### config.mk
export PLATFORM = sky130hd
export DESIGN_NAME = demux1to4_buf
export DESIGN_NICKNAME = d
export VERILOG_FILES = /design/src/rtl/demux1to4_buf.sv
export SDC_FILE = /design/constraint.sdc
export NUM_CORES = 1
export LEC_CHECK = 0
export CORE_MARGIN = 2
export CORE_UTILIZATION = 39
export DETAILED_ROUTE_END_ITERATION = 8
export PLACE_DENSITY = 0.74
export SLEW_MARGIN = 20
export SYNTH_ARGS = -nofsm -noshare
export SYNTH_HDL_FRONTEND = slang
export SYNTH_SLANG_ARGS = --single-unit
export TNS_END_PERCENT = 1
### constraint.sdc
create_clock -name clk -period 1.71 [get_ports clk]
set_clock_uncertainty 0.1 [all_clocks]
set_input_delay 0.171 -clock clk [delete_from_list [all_inputs] [get_ports clk]]
set_output_delay 0.171 -clock clk [all_outputs]
set_load 0.05 [all_outputs]
### src/rtl/demux1to4_buf.sv
// 1-to-4 demultiplexer with a one-entry holding register per output channel.
// Words are steered by select; a full channel accepts only when it drains in the same cycle.
module demux1to4_buf #(
  parameter int WIDTH = 4
) (
  input  logic             clk,
  input  logic             rst_n,
  input  logic             in_valid,
  output logic             in_ready,
  input  logic [WIDTH-1:0] in_data,
  input  logic [1:0]       select,
  output logic [WIDTH-1:0] out1,
  output logic [WIDTH-1:0] out2,
  output logic [WIDTH-1:0] out3,
  output logic [WIDTH-1:0] out4,
  output logic [3:0]       out_valid,
  input  logic [3:0]       out_ready,
  output logic [7:0]       accept_count
);

  logic [3:0]       full_q;
  logic [3:0]       full_d;
  logic [WIDTH-1:0] data_q [4];
  logic [WIDTH-1:0] data_d [4];
  logic [7:0]       count_q;
  logic [7:0]       count_d;
  logic             accept;
  logic [3:0]       pop;

  always_comb begin
    // A full channel can still take a word if its consumer drains it this cycle.
    in_ready = !full_q[select] || out_ready[select];
    accept   = in_valid && in_ready;
    count_d  = count_q + {7'd0, accept};
    for (int k = 0; k < 4; k++) begin
      pop[k]    = full_q[k] && out_ready[k];
      full_d[k] = full_q[k] && !pop[k];
      data_d[k] = data_q[k];
      if (accept && (select == 2'(k))) begin
        full_d[k] = 1'b1;
        data_d[k] = in_data;
      end
    end
  end

  always_ff @(posedge clk or negedge rst_n) begin
    if (!rst_n) begin
      full_q  <= '0;
      count_q <= '0;
      for (int k = 0; k < 4; k++) begin
        data_q[k] <= '0;
      end
    end else begin
      full_q  <= full_d;
      count_q <= count_d;
      for (int k = 0; k < 4; k++) begin
        data_q[k] <= data_d[k];
      end
    end
  end

  assign out1         = data_q[0];
  assign out2         = data_q[1];
  assign out3         = data_q[2];
  assign out4         = data_q[3];
  assign out_valid    = full_q;
  assign accept_count = count_q;

endmodule

-- Word-level counts from Yosys, hierarchy flattened
Cells that the tools add are included.
- equality and inequality tests: 3
- magnitude comparators: 1
- reduce and logical (&&, ||, !) cells: 20
- multiplexer cells: 8
- add/sub/neg operators: 1
- operators with widths (operator ; number):
    logical AND 1 bit ; 13
    adder 8 x 1 -> 8 bit ; 1
    two-way mux 1 bit ; 6
    zero test 1 bit ; 5
    binary-select mux 1 bit (select 2 bit) ; 2
    equality test 2 bit, second input constant ; 2
    < comparator 2 x 3 -> 1 bit, second input constant ; 1
    equality test 2 x 1 -> 1 bit, second input constant ; 1
    zero test 2 bit ; 1
    logical OR 1 bit ; 1
- output and inout port bits: 29
- bits in registers: 28
- input port bits: 13

-- Depth between registers and ports, before layout
- depth after elaboration: 7
- gate-level depth with buffers: 7
- mapped depth without buffers: 7

-- Least setup slack after synthesis
Ideal clock, no wire load.
- path type: register -> register
- start: reg full_q[1] (netlist: out_valid[1])
- end: reg count_q[4] (netlist: accept_count[4])
- required time: 1.468 ns
- arrival time: 2.169 ns
- path slack: -0.700 ns
- cell stages (with the launch flop): 8
- buffers on the path: 0
- cells stage by stage: dfrtp_1 -> nand2b_1 -> mux4_2 -> and2_1 -> ha_1 -> ha_1 -> nand3_1 -> xnor2_1
- cells in the longest elaborated chain, start to end: 6
- ends and longest elaborated chain (element ; RTL line ; text):
    from (decl) ; 21 ; logic [3:0] full_q;
    from (signal assigned) ; 54 ; full_q <= full_d;
    binary-select mux 1 bit (select 2 bit) ; 32 ; in_ready = !full_q[select] || out_ready[select];
    two-way mux 1 bit (implied by the code) ; 32 ;
    zero test 1 bit ; 32 ;
    logical OR 1 bit ; 32 ;
    named net in_ready ; 9 ; output logic in_ready,
    logical AND 1 bit ; 33 ; accept = in_valid && in_ready;
    adder 8 x 1 -> 8 bit ; 34 ; count_d = count_q + {7'd0, accept};
    named net count_d[4] ; 26 ; logic [7:0] count_d;
    to (signal assigned) ; 55 ; count_q <= count_d;
    to (decl) ; 25 ; logic [7:0] count_q;
The timed path passes the listed nets, and every way through them passes these cells. The select of a mux whose other input is x is not followed.
A chain may end at the register's enable or synchronous reset.

-- Worst setup path after layout
- start: reg full_q[0] (netlist: out_valid[0])
- end: out in_ready
- cells in the longest elaborated chain, start to end: 4
- ends and longest elaborated chain (element ; RTL line):
    binary-select mux 1 bit (select 2 bit) ; 32
    two-way mux 1 bit (implied by the code) ; 32
    zero test 1 bit ; 32
    logical OR 1 bit ; 32
    to (decl) ; 9
Every way passes these cells. The select of a mux whose other input is x is not followed.

==> flow_summary_export.csv <==
group,metric,value,unit
outcome,outcome,"complete, but fails checks",
outcome,violations,"design-rule violations, negative setup slack",
power,p_clk_share,16.5,%
placed_design,io_buffers,41,
critical_path,cp_cell_sequence,"nand2b_1 -> mux4_2 -> buf_6 -> buf_8",
clock_network,cts_hold_buf,0,
drt,dr.first_iter.drc_count,21,
power,power_density,1486,nW/um^2
logic_synthesis,synthXorXnorAreaFrac,4.473,%
clock_network,cts_tree,"yes",
global_route,antenna_found_initial,0,
floorplan,die_w,58.89,um
global_route,overflow,0,
timing,slew_viol_final,0,
clock_network,cts_root_buf,"clkbuf_4",
timing,fmax,545.8,MHz
layout,antenna_cells,0,
logic_synthesis,syn_inst,79,
power,combPwrFrac,46.0,%
floorplan,die_h,58.89,um
critical_path,cp-end-kind,"primary output",
critical_path,critPathLaunchType,"flip-flop",
logic_synthesis,syn_area,1175,um^2
placed_design,routabilityCongestion,0.7925,
logic_synthesis,muxShareOfSynthArea,18.53,%
timing,setup_viol,7,
layout,nets,152,
global_route,grt_usage,15.44,%
timing,timing.final.ws_setup,-0.1223,ns
global_route,grt_pass1_vias,889,
timing,rsz0062_at_grt,"yes",
power,sw_frac_of_total,43.16,%
drt,drcViolationCount,3,
critical_path,reg2reg_from,"out_valid[0]",
worst_hold_path,hold_path.class,"in -> async",
floorplan,die-area,3467,um^2
placed_design,dpl.hpwl,1812,um
job,maxCapViolCount,0,
logic_synthesis,synth-seq-cells,28,
drt,vias_per_cell,4.868,
timing,worst_slew_pin_slew,0.3507,ns
timing,fin_crit,1.832,ns
critical_path,cp_max_fo,2,
logic_synthesis,seq_area_frac_synth,59.64,%
logic_synthesis,synth-adder-area-share,2.130,%
drt,dr_total_vias,813,
critical_path,cp.arrival,1.56,ns
power,finalPower,0.002629,W
critical_path,crit_type,"reg -> out",
drt,postRouteAntennaNets,0,
logic_synthesis,synthesis.nets,94,
clock_network,cts_made_buffers,3,
critical_path,cp.required,1.44,ns
power,intPower,0.001494,W
logic_synthesis,yosysWarnings,0,
critical_path,crit_path_max_incr_delay,0.48,ns
global_route,grt_max_degree,29,
clock_network,clk_latency,0.33,ns
critical_path,cp-startpoint,"out_valid[0]",
timing,relSlewSlack,76.62,%
placed_design,place_inst,160,
drt,firstDrtPassIters,7,
layout,mostFrequentLayoutCell,"buf_4",
clock_network,cts_buffer_depth,2,
clock_network,clock_sinks,28,
logic_synthesis,synth_area_leaders,"dfrtp_1 (60%), mux2_2 (9.6%), mux2_4 (5.1%)",
global_route,gr-usage-met2,27.14,%
logic_synthesis,ys_types,24,
global_route,met3_usage,3.297,%
logic_synthesis,synth_top_cell_area_share,59.64,%
layout,drive_gt1_share,58.09,%
floorplan,pin_count,42,
power,pwr-share-seq,37.5,%
timing,hold_violations,0,
layout,layout_common_cells,"buf_4 (40), dfrtp_1 (24), clkdlybuf4s50_1 (12)",
global_route,grt_most_used_layer,"met2",
placed_design,postPlaceCellArea,1650,um^2
drt,wl_per_cell,14.45,um
clock_network,htreeDepth,1,
layout,post-route-cell-area,1769,um^2
timing,fin_crit_sh,107.2,%
logic_synthesis,synth_top_family_by_area,"multiplexers",
critical_path,slowest_stage,"mux4_2",
floorplan,coreArea,2805,um^2
clock_network,cts.reportedPaths.clkPinSlew,0.15,ns
global_route,use_met1,18.81,%
logic_synthesis,synthSimpleGateAreaFrac,13.84,%
global_route,grt_pass1_wl,3953,um
layout,stdcell_count,167,
power,p_leak,0.8324,nW
logic_synthesis,synth_compound_area_share,0.4260,%
power,peakVddDrop,0.6764,mV
drt,wl,2413,um
logic_synthesis,syn_avg_cell_area,14.87,um^2
layout,area_delta_synth_final,50.59,%
floorplan,placementRows,19,
floorplan,start_util,41.88,%
logic_synthesis,synth_area_leader_cell,"dfrtp_1",
power,net-switching-power,0.001135,W
-- routing by layer --
layer  vias up  part of all wire, %
li1        387                    -
met1       395                   41
met2        29                   53
met3         2                  5.5
met4         0                 0.41
met5         -                    0
-- critical path, delay by kind of cell (launching register included) --
family | cells | cell delay (ns)
AND/OR/NAND/NOR | 1 | 0.08
flip-flops | 1 | 0.39
buffers and inverters | 2 | 0.27
multiplexers | 1 | 0.48
-- per-stage QoR --
step	setup WS [ns]	hold WS (ns)	util, %	TNS (ns)
after CTS	-0.1279	0.09708	62.00	-0.7880
after detailed placement	-0.4022	0.3620	58.83	-3.546
after global routing	-0.1785	0.1158	63.07	-1.034
after global placement	-0.3935	0.3597	58.83	-3.030
after floorplan	-0.4780	-0.2246	-	-3.246
final	-0.1223	0.09891	63.07	-0.6111
-- registers in the layout (all words and copies together) (netlist names) --
name / count
out1: 4
out_valid: 4
out2: 4
accept_count: 8
out3: 4
out4: 4
-- power by group through the flow --
stage | combinational [W] | sequential, W | clock [W]
2_1_floorplan | 0.000223 | 0.00154 | 0
3_3_place_gp | 0.00117 | 0.000982 | 0
3_5_place_dp | 0.00119 | 0.000988 | 0
4_1_cts | 0.00121 | 0.000981 | 0.000451
5_1_grt | 0.00127 | 0.00101 | 0.000469
6_report | 0.00121 | 0.000987 | 0.000433
-- synth_stat cells --
master and number:
nand2_1 6, and3_1 1, nor2b_4 1, nor3b_4 1
xnor2_1 3, nand2b_4 1, and2_1 1, and3_4 1
mux4_2 1, nor2b_2 1, mux2_4 4, mux2_1 2
nor3_1 1, mux2_2 10, o21ai_0 1, nor2_1 1
nand2_2 1, nand3_1 4, dfrtp_1 28, ha_1 2
nand2b_1 3, xor2_1 3, nand3b_1 1, buf_6 1
-- kinds of logic (layout without fill, tap and decap cells) --
family | count (synthesis) | in the layout
flip-flops | 28 | 28
AND/OR/NAND/NOR | 24 | 24
multiplexers | 17 | 17
XOR/XNOR | 6 | 6
adder cells (fa/ha/maj) | 2 | 2
AO/OA/AOI/OAI | 1 | 1
buffers and inverters | 1 | 58
-- path summary, 6_finish.rpt --
check	to	cells after the start	slack [ns]
setup / recovery	in_ready	4	-0.12
hold reg to reg	accept_count[7]	1	0.38
setup reg to reg	accept_count[4]	7	-0.10
max in group asynchronous	out_valid[1]	2	1.13
hold / removal	accept_count[0]	2	0.1
min in group clk	accept_count[7]	1	0.38
-- timing repair --
action                     4_1_cts  5_1_grt
gates resized for setup          4        4
buffers inserted                 2        1
setup endpoints to repair        8        8
-- final cells by class --
class | count | area [um^2]
flip-flops and latches | 28 | 705.7
clock inverters | 1 | 30.03
repair buffers | 54 | 446.7
well taps | 31 | 38.79
multi-input cells | 50 | 525.5
fillers | 230 | 1036
clock buffers | 3 | 22.52
Note: power is estimated with default switching activity, not from simulation.
